===== config.mk =====
export PLATFORM = sky130hd
export DESIGN_NAME = wbs_slave_ctrl_flat
export DESIGN_NICKNAME = d
export VERILOG_FILES = /design/src/rtl/wbs_pkg.sv /design/src/rtl/wbs_slave_ctrl_if.sv /design/src/rtl/wbs_pair_stager.sv /design/src/rtl/wbs_slave_ctrl.sv /design/src/flat_wrapper.sv
export SDC_FILE = /design/constraint.sdc
export NUM_CORES = 1
export LEC_CHECK = 0
export CORE_ASPECT_RATIO = 1.5
export CORE_UTILIZATION = 38
export CTS_CLUSTER_DIAMETER = 100
export DETAILED_ROUTE_END_ITERATION = 8
export PLACE_DENSITY = 0.77
export SLEW_MARGIN = 20
export SYNTH_ARGS = -nofsm -noshare
export SYNTH_HDL_FRONTEND = slang
export SYNTH_HIERARCHICAL = 1
export SYNTH_SLANG_ARGS = --single-unit

===== constraint.sdc =====
create_clock -name wb_clk_i -period 2.4 [get_ports wb_clk_i]
set_clock_uncertainty 0.15 [all_clocks]
set_input_delay 0.24 -clock wb_clk_i [delete_from_list [all_inputs] [get_ports wb_clk_i]]
set_output_delay 0.24 -clock wb_clk_i [all_outputs]
set_load 0.05 [all_outputs]

===== src/rtl/wbs_pkg.sv =====
// Shared constants and types for the wishbone slave controller:
// the user address map and the slave FSM state encoding.
package wbs_pkg;

  localparam logic [31:0] WBS_ADDR_MASK      = 32'hFFFF_0000;

  localparam logic [31:0] WBS_MODE_ADDR      = 32'h3000_0000;
  localparam logic [31:0] WBS_DEBUG_ADDR     = 32'h3000_0004;
  localparam logic [31:0] WBS_DONE_ADDR      = 32'h3000_0008;
  localparam logic [31:0] WBS_FSM_START_ADDR = 32'h3000_000C;
  localparam logic [31:0] WBS_FSM_BUSY_ADDR  = 32'h3000_0010;

  localparam logic [31:0] WBS_QUERY_ADDR     = 32'h3001_0000;
  localparam logic [31:0] WBS_LEAF_ADDR      = 32'h3002_0000;
  localparam logic [31:0] WBS_BEST_ADDR      = 32'h3003_0000;
  localparam logic [31:0] WBS_NODE_ADDR      = 32'h3004_0000;

  typedef enum logic [1:0] {
    ST_IDLE    = 2'd0,
    ST_RD_WAIT = 2'd1,
    ST_ACK     = 2'd2
  } wbs_state_e;

  // Which 64-bit window a staged pair write lands in.
  typedef enum logic {
    WIN_QUERY = 1'b0,
    WIN_LEAF  = 1'b1
  } pair_win_e;

endpackage


===== src/rtl/wbs_slave_ctrl_if.sv =====
// Wishbone classic slave bus bundle (handshake, address and data).
interface wbs_slave_ctrl_if;

  logic        wbs_stb_i;
  logic        wbs_cyc_i;
  logic        wbs_we_i;
  logic [3:0]  wbs_sel_i;
  logic [31:0] wbs_adr_i;
  logic [31:0] wbs_dat_i;
  logic        wbs_ack_o;
  logic [31:0] wbs_dat_o;

  modport master (
    output wbs_stb_i, wbs_cyc_i, wbs_we_i, wbs_sel_i, wbs_adr_i, wbs_dat_i,
    input  wbs_ack_o, wbs_dat_o
  );

  modport slave (
    input  wbs_stb_i, wbs_cyc_i, wbs_we_i, wbs_sel_i, wbs_adr_i, wbs_dat_i,
    output wbs_ack_o, wbs_dat_o
  );

endinterface


===== src/rtl/wbs_pair_stager.sv =====
// Builds 64-bit words from two 32-bit beats. The lower beat is held in
// stage_lo; the upper beat fires a one-cycle write into the selected
// window (query or leaf) and empties the stage. One stage is shared by
// both windows.
module wbs_pair_stager
  import wbs_pkg::*;
#(
  parameter int ROW_WIDTH = 12
) (
  input  logic                 wb_clk_i,
  input  logic                 rst_n,
  input  logic                 beat_valid,
  input  logic                 upper,
  input  pair_win_e            win_sel,
  input  logic [ROW_WIDTH-1:0] row,
  input  logic [31:0]          beat_data,
  output logic                 query_wen,
  output logic                 leaf_wen,
  output logic [ROW_WIDTH-1:0] row_q,
  output logic [63:0]          word_q
);

  logic [31:0] stage_lo;

  // Latch lower beats, emit a single write pulse on each upper beat.
  always_ff @(posedge wb_clk_i or negedge rst_n) begin
    if (!rst_n) begin
      stage_lo  <= '0;
      query_wen <= 1'b0;
      leaf_wen  <= 1'b0;
      row_q     <= '0;
      word_q    <= '0;
    end else begin
      query_wen <= 1'b0;
      leaf_wen  <= 1'b0;
      if (beat_valid) begin
        if (!upper) begin
          stage_lo <= beat_data;
        end else begin
          word_q   <= {beat_data, stage_lo};
          row_q    <= row;
          stage_lo <= '0;
          if (win_sel == WIN_LEAF) leaf_wen  <= 1'b1;
          else                     query_wen <= 1'b1;
        end
      end
    end
  end

endmodule


===== src/rtl/wbs_slave_ctrl.sv =====
// Wishbone classic slave for the KD-tree user project: control/status
// registers plus query, leaf, best and node memory windows. Every
// request gets exactly one ack; best reads take one extra cycle for the
// SRAM, everything else is acked the cycle after the request.
module wbs_slave_ctrl
  import wbs_pkg::*;
#(
  parameter int DATA_WIDTH       = 11,
  parameter int LEAF_ADDR_WIDTH  = 12,
  parameter int QUERY_ADDR_WIDTH = 12,
  parameter int NODE_ADDR_WIDTH  = 6,
  parameter int BEST_ADDR_WIDTH  = 10
) (
  input  logic                        wb_clk_i,
  input  logic                        rst_n,
  wbs_slave_ctrl_if.slave             wbs,
  output logic                        mode,
  output logic                        debug,
  output logic                        fsm_start,
  input  logic                        fsm_done,
  input  logic                        fsm_busy,
  output logic                        query_wen,
  output logic [QUERY_ADDR_WIDTH-1:0] query_waddr,
  output logic [5*DATA_WIDTH-1:0]     query_wdata,
  output logic                        leaf_wen,
  output logic [LEAF_ADDR_WIDTH-1:0]  leaf_waddr,
  output logic [63:0]                 leaf_wdata,
  output logic                        node_wen,
  output logic [NODE_ADDR_WIDTH-1:0]  node_waddr,
  output logic [2*DATA_WIDTH-1:0]     node_wdata,
  output logic                        best_ren,
  output logic [BEST_ADDR_WIDTH-1:0]  best_raddr,
  input  logic [31:0]                 best_rdata
);

  localparam int PAIR_ROW_W = (LEAF_ADDR_WIDTH > QUERY_ADDR_WIDTH) ?
                              LEAF_ADDR_WIDTH : QUERY_ADDR_WIDTH;

  wbs_state_e             state;
  logic                   ack_q;
  logic                   rd_best_q;
  logic [31:0]            rd_data_q;
  logic                   done_sticky;
  logic [31:0]            region;
  logic                   req_idle;
  logic                   is_query;
  logic                   is_leaf;
  logic                   pair_beat;
  logic [PAIR_ROW_W-1:0]  pair_row;
  logic [PAIR_ROW_W-1:0]  pair_row_q;
  logic [63:0]            pair_word_q;
  logic [31:0]            rd_mux;

  assign region    = wbs.wbs_adr_i & WBS_ADDR_MASK;
  assign req_idle  = wbs.wbs_cyc_i && wbs.wbs_stb_i && !ack_q && (state == ST_IDLE);
  assign is_query  = (region == WBS_QUERY_ADDR);
  assign is_leaf   = (region == WBS_LEAF_ADDR);
  assign pair_beat = req_idle && wbs.wbs_we_i && (is_query || is_leaf);
  assign pair_row  = is_leaf ? PAIR_ROW_W'(wbs.wbs_adr_i[LEAF_ADDR_WIDTH+2:3])
                             : PAIR_ROW_W'(wbs.wbs_adr_i[QUERY_ADDR_WIDTH+2:3]);

  wbs_pair_stager #(
    .ROW_WIDTH (PAIR_ROW_W)
  ) u_stager (
    .wb_clk_i  (wb_clk_i),
    .rst_n     (rst_n),
    .beat_valid(pair_beat),
    .upper     (wbs.wbs_adr_i[2]),
    .win_sel   (is_leaf ? WIN_LEAF : WIN_QUERY),
    .row       (pair_row),
    .beat_data (wbs.wbs_dat_i),
    .query_wen (query_wen),
    .leaf_wen  (leaf_wen),
    .row_q     (pair_row_q),
    .word_q    (pair_word_q)
  );

  assign query_waddr = pair_row_q[QUERY_ADDR_WIDTH-1:0];
  assign query_wdata = pair_word_q[5*DATA_WIDTH-1:0];
  assign leaf_waddr  = pair_row_q[LEAF_ADDR_WIDTH-1:0];
  assign leaf_wdata  = pair_word_q;

  // Register-file read value; anything not a listed register reads 0.
  always_comb begin
    rd_mux = '0;
    case (wbs.wbs_adr_i)
      WBS_MODE_ADDR:     rd_mux = {31'b0, mode};
      WBS_DEBUG_ADDR:    rd_mux = {31'b0, debug};
      WBS_DONE_ADDR:     rd_mux = {31'b0, done_sticky};
      WBS_FSM_BUSY_ADDR: rd_mux = {31'b0, fsm_busy};
      default:           rd_mux = '0;
    endcase
  end

  // Best-read data comes straight from the SRAM in its ack cycle.
  assign wbs.wbs_ack_o = ack_q;
  assign wbs.wbs_dat_o = !ack_q ? 32'h0 : (rd_best_q ? best_rdata : rd_data_q);

  // Slave FSM with registers, done_sticky and the node/best ports.
  always_ff @(posedge wb_clk_i or negedge rst_n) begin
    if (!rst_n) begin
      state       <= ST_IDLE;
      ack_q       <= 1'b0;
      rd_best_q   <= 1'b0;
      rd_data_q   <= '0;
      mode        <= 1'b0;
      debug       <= 1'b0;
      fsm_start   <= 1'b0;
      done_sticky <= 1'b0;
      node_wen    <= 1'b0;
      node_waddr  <= '0;
      node_wdata  <= '0;
      best_ren    <= 1'b0;
      best_raddr  <= '0;
    end else begin
      fsm_start <= 1'b0;
      node_wen  <= 1'b0;
      best_ren  <= 1'b0;
      if (fsm_done)       done_sticky <= 1'b1;
      else if (fsm_start) done_sticky <= 1'b0;

      case (state)
        ST_IDLE: begin
          if (req_idle) begin
            if ((region == WBS_BEST_ADDR) && !wbs.wbs_we_i) begin
              state      <= ST_RD_WAIT;
              best_ren   <= 1'b1;
              best_raddr <= wbs.wbs_adr_i[BEST_ADDR_WIDTH+1:2];
            end else begin
              state     <= ST_ACK;
              ack_q     <= 1'b1;
              rd_best_q <= 1'b0;
              rd_data_q <= wbs.wbs_we_i ? 32'h0 : rd_mux;
              if (wbs.wbs_we_i) begin
                case (wbs.wbs_adr_i)
                  WBS_MODE_ADDR:      mode      <= wbs.wbs_dat_i[0];
                  WBS_DEBUG_ADDR:     debug     <= wbs.wbs_dat_i[0];
                  WBS_DONE_ADDR:      if (!fsm_done) done_sticky <= 1'b0;
                  WBS_FSM_START_ADDR: fsm_start <= 1'b1;
                  default: ;
                endcase
                if (region == WBS_NODE_ADDR) begin
                  node_wen   <= 1'b1;
                  node_waddr <= wbs.wbs_adr_i[NODE_ADDR_WIDTH-1:0];
                  node_wdata <= wbs.wbs_dat_i[2*DATA_WIDTH-1:0];
                end
              end
            end
          end
        end
        ST_RD_WAIT: begin
          if (!wbs.wbs_cyc_i) begin
            state <= ST_IDLE;
          end else begin
            state     <= ST_ACK;
            ack_q     <= 1'b1;
            rd_best_q <= 1'b1;
          end
        end
        ST_ACK: begin
          state     <= ST_IDLE;
          ack_q     <= 1'b0;
          rd_best_q <= 1'b0;
          rd_data_q <= '0;
        end
        default: begin
          state <= ST_IDLE;
          ack_q <= 1'b0;
        end
      endcase
    end
  end

endmodule


===== src/flat_wrapper.sv =====
// flat-port wrapper written by rule: the top's interface ports become plain ports
module wbs_slave_ctrl_flat import wbs_pkg::*;
#(
  parameter int DATA_WIDTH       = 11,
  parameter int LEAF_ADDR_WIDTH  = 12,
  parameter int QUERY_ADDR_WIDTH = 12,
  parameter int NODE_ADDR_WIDTH  = 6,
  parameter int BEST_ADDR_WIDTH  = 10
)
  (wb_clk_i, rst_n, mode, debug, fsm_start, fsm_done, fsm_busy, query_wen, query_waddr, query_wdata, leaf_wen, leaf_waddr, leaf_wdata, node_wen, node_waddr, node_wdata, best_ren, best_raddr, best_rdata, wbs_wbs_stb_i, wbs_wbs_cyc_i, wbs_wbs_we_i, wbs_wbs_sel_i, wbs_wbs_adr_i, wbs_wbs_dat_i, wbs_wbs_ack_o, wbs_wbs_dat_o);
  wbs_slave_ctrl_if wbs_i ();
  input  logic wb_clk_i;
  input  logic rst_n;
  output logic mode;
  output logic debug;
  output logic fsm_start;
  input  logic fsm_done;
  input  logic fsm_busy;
  output logic query_wen;
  output logic [QUERY_ADDR_WIDTH-1:0] query_waddr;
  output logic [5*DATA_WIDTH-1:0] query_wdata;
  output logic leaf_wen;
  output logic [LEAF_ADDR_WIDTH-1:0] leaf_waddr;
  output logic [63:0] leaf_wdata;
  output logic node_wen;
  output logic [NODE_ADDR_WIDTH-1:0] node_waddr;
  output logic [2*DATA_WIDTH-1:0] node_wdata;
  output logic best_ren;
  output logic [BEST_ADDR_WIDTH-1:0] best_raddr;
  input  logic [31:0] best_rdata;
  input wire logic [$bits(wbs_i.wbs_stb_i)-1:0] wbs_wbs_stb_i;
  input wire logic [$bits(wbs_i.wbs_cyc_i)-1:0] wbs_wbs_cyc_i;
  input wire logic [$bits(wbs_i.wbs_we_i)-1:0] wbs_wbs_we_i;
  input wire logic [$bits(wbs_i.wbs_sel_i)-1:0] wbs_wbs_sel_i;
  input wire logic [$bits(wbs_i.wbs_adr_i)-1:0] wbs_wbs_adr_i;
  input wire logic [$bits(wbs_i.wbs_dat_i)-1:0] wbs_wbs_dat_i;
  output wire logic [$bits(wbs_i.wbs_ack_o)-1:0] wbs_wbs_ack_o;
  output wire logic [$bits(wbs_i.wbs_dat_o)-1:0] wbs_wbs_dat_o;
  assign wbs_i.wbs_stb_i = wbs_wbs_stb_i;
  assign wbs_i.wbs_cyc_i = wbs_wbs_cyc_i;
  assign wbs_i.wbs_we_i = wbs_wbs_we_i;
  assign wbs_i.wbs_sel_i = wbs_wbs_sel_i;
  assign wbs_i.wbs_adr_i = wbs_wbs_adr_i;
  assign wbs_i.wbs_dat_i = wbs_wbs_dat_i;
  assign wbs_wbs_ack_o = wbs_i.wbs_ack_o;
  assign wbs_wbs_dat_o = wbs_i.wbs_dat_o;
  wbs_slave_ctrl #(.DATA_WIDTH(DATA_WIDTH), .LEAF_ADDR_WIDTH(LEAF_ADDR_WIDTH), .QUERY_ADDR_WIDTH(QUERY_ADDR_WIDTH), .NODE_ADDR_WIDTH(NODE_ADDR_WIDTH), .BEST_ADDR_WIDTH(BEST_ADDR_WIDTH)) u_core (.wb_clk_i(wb_clk_i), .rst_n(rst_n), .wbs(wbs_i), .mode(mode), .debug(debug), .fsm_start(fsm_start), .fsm_done(fsm_done), .fsm_busy(fsm_busy), .query_wen(query_wen), .query_waddr(query_waddr), .query_wdata(query_wdata), .leaf_wen(leaf_wen), .leaf_waddr(leaf_waddr), .leaf_wdata(leaf_wdata), .node_wen(node_wen), .node_waddr(node_waddr), .node_wdata(node_wdata), .best_ren(best_ren), .best_raddr(best_raddr), .best_rdata(best_rdata));
endmodule

== Yosys cells after proc, flatten, opt, wreduce, memory -nomap -nowiden ==
Index checks and enable logic that the tools add are counted.

* Flip-flop bits (word level): 190
* Input bits: 107
* Output and inout port bits: 221
* Logic and storage cells: 100

* Equal/unequal tests: 14
* Mux-type cells: 47
* Bitwise gates (word level): 1
* Reduce and logical (&&, ||, !) cells: 20

{| class="wikitable"
|+ Operators with widths
! kind !! number
|-
| 32-bit by 30-bit == test with 1-bit output (second input constant) || 5
|-
| 32-bit 2-to-1 mux || 5
|-
| 16-bit by 14-bit == test with 1-bit output (second input constant) || 4
|-
| 32-bit one-hot mux with 2 select lines || 1
|-
| 1-bit 2-to-1 mux || 34
|-
| 5-bit AND reduction || 3
|-
| 3-bit AND reduction || 3
|-
| 1-bit logical AND || 6
|-
| 2-bit 2-to-1 mux || 3
|-
| 2-bit != test (second input constant) || 2
|-
| 1-bit one-hot mux with 4 select lines || 1
|-
| 2-bit one-hot mux with 2 select lines || 1
|-
| 4-bit AND reduction || 1
|-
| 1-bit one-hot mux with 3 select lines || 1
|-
| 3-bit nonzero test || 1
|-
| 2-bit by 1-bit == test with 1-bit output (second input constant) || 1
|-
| 2-bit == test (second input constant) || 1
|-
| 1-bit zero test || 2
|-
| 2-bit zero test || 1
|-
| 2-bit by 1-bit != test with 1-bit output (second input constant) || 1
|-
| 1-bit one-hot mux with 2 select lines || 1
|-
| 2-bit AND reduction || 1
|-
| 2-bit nonzero test || 1
|-
| 1-bit logical OR || 1
|-
| 1-bit NOT || 1
|}

== Logic depth before layout (Yosys ltp) ==
* Depth after elaboration: 8
* Depth in mapped cells: 10

== Cells and area by module ==
Netlist, hierarchy kept.

{| class="wikitable"
|+ By module, submodules not included
! module !! instances !! cells each !! area an instance (um^2) !! sequential area each (um^2)
|-
| wbs_pair_stager || 1 || 301 || 4355.4 || 2752.6
|-
| wbs_slave_ctrl || 1 || 260 || 2930.3 || 1226.2
|}

== Least setup slack after synthesis ==
OpenSTA, ideal clock, no wires.

* Kind: reg2reg
* Start point: register u_core.ack_q (netlist: u_core/wbs.wbs_ack_o)
* End point: register u_core.node_waddr[0]
* Data arrival time: 2409 ps
* Data required time: 2125 ps
* Path slack: -284 ps
* Cell stages (with the launch flop): 9
* Buffers on the path: 3
* Clock period less this slack: 2684 ps
* Cells stage by stage: dfrtp_1 clkbuf_1 nand4bb_1 nor2_1 nand2_1 or4_4 buf_6 buf_6 mux2_4

* Longest elaborated chain between the ends: 4

{| class="wikitable"
|+ Ends and longest elaborated chain
! element !! line !! text
|-
| start, declared || wbs_slave_ctrl.sv:40 || <nowiki>logic ack_q;</nowiki>
|-
| start signal, assigned || wbs_slave_ctrl.sv:103 || <nowiki>ack_q <= 1'b0;</nowiki>
|-
| start signal, assigned || wbs_slave_ctrl.sv:131 || <nowiki>ack_q <= 1'b1;</nowiki>
|-
| start signal, assigned || wbs_slave_ctrl.sv:156 || <nowiki>ack_q <= 1'b1;</nowiki>
|-
| 1-bit zero test || wbs_slave_ctrl.sv:55 || <nowiki>assign req_idle = wbs.wbs_cyc_i && wbs.wbs_stb_i && !ack_q && (state == ST_IDLE);</nowiki>
|-
| 1-bit logical AND (2 in a row) || wbs_slave_ctrl.sv:55 ||
|-
| 5-bit AND reduction (no source line) || -- ||
|-
| end signal, assigned || wbs_slave_ctrl.sv:144 || <nowiki>node_waddr <= wbs.wbs_adr_i[NODE_ADDR_WIDTH-1:0];</nowiki>
|-
| end, declared || wbs_slave_ctrl.sv:29 || <nowiki>output logic [NODE_ADDR_WIDTH-1:0] node_waddr,</nowiki>
|}

Every way passes these cells.
A chain may end at the register's enable or synchronous reset.

== Worst setup path in the final report ==
* Start point: input wbs_wbs_adr_i[31]
* End point: register u_core.mode

* Longest elaborated chain between the ends: 4
* Elaborated cells on any way between the ends: 5
* Classes of those cells: eq/ne: 2; bitwise: 1; reduce/logical: 2

{| class="wikitable"
|+ Ends and longest elaborated chain
! element !! line !! text
|-
| start, declared || flat_wrapper.sv:35 || <nowiki>input wire logic [$bits(wbs_i.wbs_adr_i)-1:0] wbs_wbs_adr_i;</nowiki>
|-
| 16-bit by 14-bit == test with 1-bit output || wbs_slave_ctrl.sv:125 || <nowiki>if ((region == WBS_BEST_ADDR) && !wbs.wbs_we_i) begin</nowiki>
|-
| 1-bit logical AND || wbs_slave_ctrl.sv:125 ||
|-
| 1-bit NOT (no source line) || -- ||
|-
| 5-bit AND reduction (no source line) (*) || -- ||
|-
| end signal, assigned || wbs_slave_ctrl.sv:136 || <nowiki>WBS_MODE_ADDR: mode <= wbs.wbs_dat_i[0];</nowiki>
|-
| end, declared || wbs_slave_ctrl.sv:17 || <nowiki>output logic mode,</nowiki>
|}

Every way passes the cells marked *; elsewhere a longest branch is shown, timed or not.

==> results by group <==
Yosys
  – Post-Syn Nets: 668
  – Simple-Gate Fraction of Synth Area: 10.1%
  – Syn Area/Cell: roughly 13 um2
  – Largest family of logic cells by synthesized area: multiplexers
  – Synth Flop Type: dfrtp_1
  – Seq/Total Area, Yosys: a little over half
  – EDFF count, synth: 0
  – Synth Area in Compound Gates: between 3 and 4%
  – Mapped Cells: 561
  – Yosys warns: 6
  – Flops & latches, synth: roughly 160
  – Xor/xnor share of the synthesized area: 0.120%
  – Post-Syn Area: 7290 um2
  – Adder-Cell Fraction of Synth Area: 0%
  – Multiplexer share of the synthesized area: 20.7%
  – Asr flop ratio synth: 100%
  – Synth unique cells: 38

GRT
  – GRT met3 Usage: between 4 and 5%
  – Vias in the first global route: 5,322
  – Grt ovf: 0
  – Met1 usage: between 20% and 30%
  – Initial antenna violation count: 1
  – Busiest layer in global routing: met2
  – Total GRT Usage: 19.5%
  – M2 GR Usage: between 30% and 40%
  – Largest net degree at the start of global routing: 63
  – First-pass GRT wire length: between 20,000 and 30,000 um

Critical path
  – Worst R2R Path Depth: 8
  – FF-to-FF Start: u_core/state[0]$_DFFE_PN0P_
  – Worst setup SP type: input port
  – Worst reg2reg setup slack: 0.12 ns
  – Crit-path max FO: 3
  – Crit-path cells: buf_2, or4_4, or4_4, buf_4, or3_4, nor4b_4, mux2_2
  – CP required: 2.54 ns
  – Worst Setup EP: u_core/mode$_DFFE_PN0P_
  – Reg-to-Reg End: u_core/u_stager/word_q[50]$_DFFE_PN0P_
  – Slowest stage delay, CP: 0.53 ns
  – CP Launch Point: wbs_wbs_adr_i[31]
  – Arrival time worst endpoint: 2.52 ns
  – Slowest cell on the critical path: or4_4
  – Crit Path Category: in2reg
  – Cell repeated most along the worst path: or4_4
  – CP Capture Type: register

Clock tree
  – Clock Sinks: ~160
  – CTS tree: yes
  – Worst skew pair latency: 0.42 ns
  – Num CTS Buffers: 17
  – Worst-path clk slew: ~0.06 ns
  – CTS Root Cell: clkbuf_16
  – CTS Buffer Depth: 2
  – H-tree depth: 4

Worst hold path
  – Min-Delay Path Class: in2reg
  – Hold depth: 4

Final layout
  – Design Area, Final: 11,200 um2
  – Fin nets: roughly 960
  – ANT cells: 0
  – Most common cell after layout, fill and taps aside: clkdlybuf4s50_1
  – Filler cells: 1,531
  – Core Util, Final: around three fifths
  – Share of cells above drive strength 1: 28.2%
  – Area growth syn-to-layout: 54.1%
  – Commonest non-fill, non-tap cells in the layout: clkdlybuf4s50_1 (281), dfrtp_1 (156), mux2_2 (64), buf_4 (56), mux2_4 (52)

Floorplanning
  – Io pins: 328
  – Core box area: 18,600 um2
  – Die width: 115 um
  – Core Rows: 61
  – Initial Utilization: 39.1%
  – Die height: 172 um
  – Die Footprint: 19,700 um2

STA
  – Final hold viol count: 0
  – Crit share post-route: 98.9%
  – Setup WS post-layout: 0.0274 ns
  – Final Slew Violations: 0
  – Max-slew headroom: 62.1%
  – Minimum clock period: 2.37 ns
  – Worst-Margin Slew: ~0.57 ns
  – Final setup vio count: 0
  – Achievable Freq: 421 MHz
  – RSZ-0062 raised after global routing: false

Route
  – Vias: ~5,300
  – Routed wire length: 18,900 um
  – Antenna viol nets, final: 0
  – DRT Pass-1 Iters: 4
  – Starting DRT DRC Count: approximately 170
  – Drc violations: 0
  – Vias per inst: between 4 and 5
  – DR WL/cell: 17.0 um

Placed design
  – Dpl cell area: 10,500 um2
  – Routability Congestion: approximately 0.85
  – Dpl hpwl: around 13,000 um
  – Pre-CTS setup slack: -0.627 ns
  – Port Buffers: around 320

Pwr
  – Leak Pwr: 5.45 nW
  – Pwr dens: 502 nW/um2
  – Max VDD drop: between 0.3 and 0.4 mV
  – Total power: 0.00564 W

Status
  – Run status: finished clean

Flow run
  – Max-cap violations: 0
synthesized netlist by cell type, drive strengths merged (4+ instances only):
cell | n | area, um2
dfrtp | 159 | 3980
mux2 | 116 | 1490
buf | 79 | 609
inv | 36 | 135
and3 | 33 | 206
nand3b | 32 | 240
o21ai | 32 | 160
clkbuf | 17 | 63.8
nor4 | 8 | 56.3
nand2 | 6 | 25.0
nor2 | 5 | 18.8
nor3 | 5 | 25.0
or4 | 4 | 37.5
layer usage:
metal | vias up | part of all wire (%)
met2 | 190 | 52
met4 | 2 | 1.5
li1 | 2446 | -
met1 | 2628 | 41
met5 | - | 0.063
met3 | 19 | 5.2
area by class of cell:
| class | count | area [um2] | area share [%] |
|---|---|---|---|
| clock inverters | 14 | 131 | 1.17 |
| repair buffers | 365 | 3680 | 32.8 |
| multi-input cells | 270 | 2560 | 22.8 |
| well taps | 252 | 315 | 2.81 |
| flip-flops and latches | 159 | 3980 | 35.5 |
| clock buffers | 17 | 425 | 3.79 |
| inverters | 36 | 135 | 1.20 |
worst max-delay path, delay by kind of cell:
family                 cells  cell delay [ns]
and+or+nand+nor            4             1.66
muxes                      1             0.36
buffers and inverters      2             0.26
where the power goes:
group          internal [W]  switching, W
Sequential          0.00269    0.00000405
Combinational      0.000209      0.000186
Clock               0.00144       0.00111
metrics by stage:
step	std cells	hold slack (ns)	setup TNS (ns)
2_1_floorplan	561	-0.206	-11.67
3_3_place_gp	1072	0.0267	-76.31
3_5_place_dp	1072	0.0309	-78.86
4_1_cts	1114	0.0370	0
5_1_grt	1113	0.0526	0
6_report	1113	0.0551	0
cell families after synthesis:
logic type / after synthesis
flops: 159
buf+inv: 132
mux: 118
simple gates: 108
compound gates: 43
xor+xnor: 1
flip-flops by register name, summed over array words and instances (netlist names), 2 cells and up:
| register | cells |
|---|---|
| u_core/best_raddr | 10 |
| u_core/node_wdata | 22 |
| u_core/u_stager/stage_lo | 32 |
| u_core/state | 2 |
| u_core/u_stager/word_q | 64 |
| u_core/node_waddr | 6 |
| u_core/u_stager/row_q | 12 |
timing repair:
item | 4_1_cts | 5_1_grt
setup buffers | 6 | 0
pin swaps | 3 | 6
resized for setup | 19 | 8
hold buffers | 1 | 0
gates cloned | 4 | 1
endpoints found under the setup margin | 113 | 56
endpoints found under the hold margin | 96 | 0
how the worst min path moves through the flow:
stage                                 start                              endpoint  slack, ns
after detailed placement              rst_n  u_core/u_stager/row_q[2]$_DFFE_PN0P_       0.03
after global routing      wbs_wbs_adr_i[26]             u_core/node_wen$_DFF_PN0_       0.05
after floorplan                       rst_n      u_core/best_raddr[0]$_DFFE_PN0P_      -0.21
after CTS                 wbs_wbs_adr_i[30]             u_core/node_wen$_DFF_PN0_       0.04
final                     wbs_wbs_adr_i[30]             u_core/node_wen$_DFF_PN0_       0.06
after global placement                rst_n      u_core/node_waddr[5]$_DFFE_PN0P_       0.03
Power figures use the tool's default switching activity.
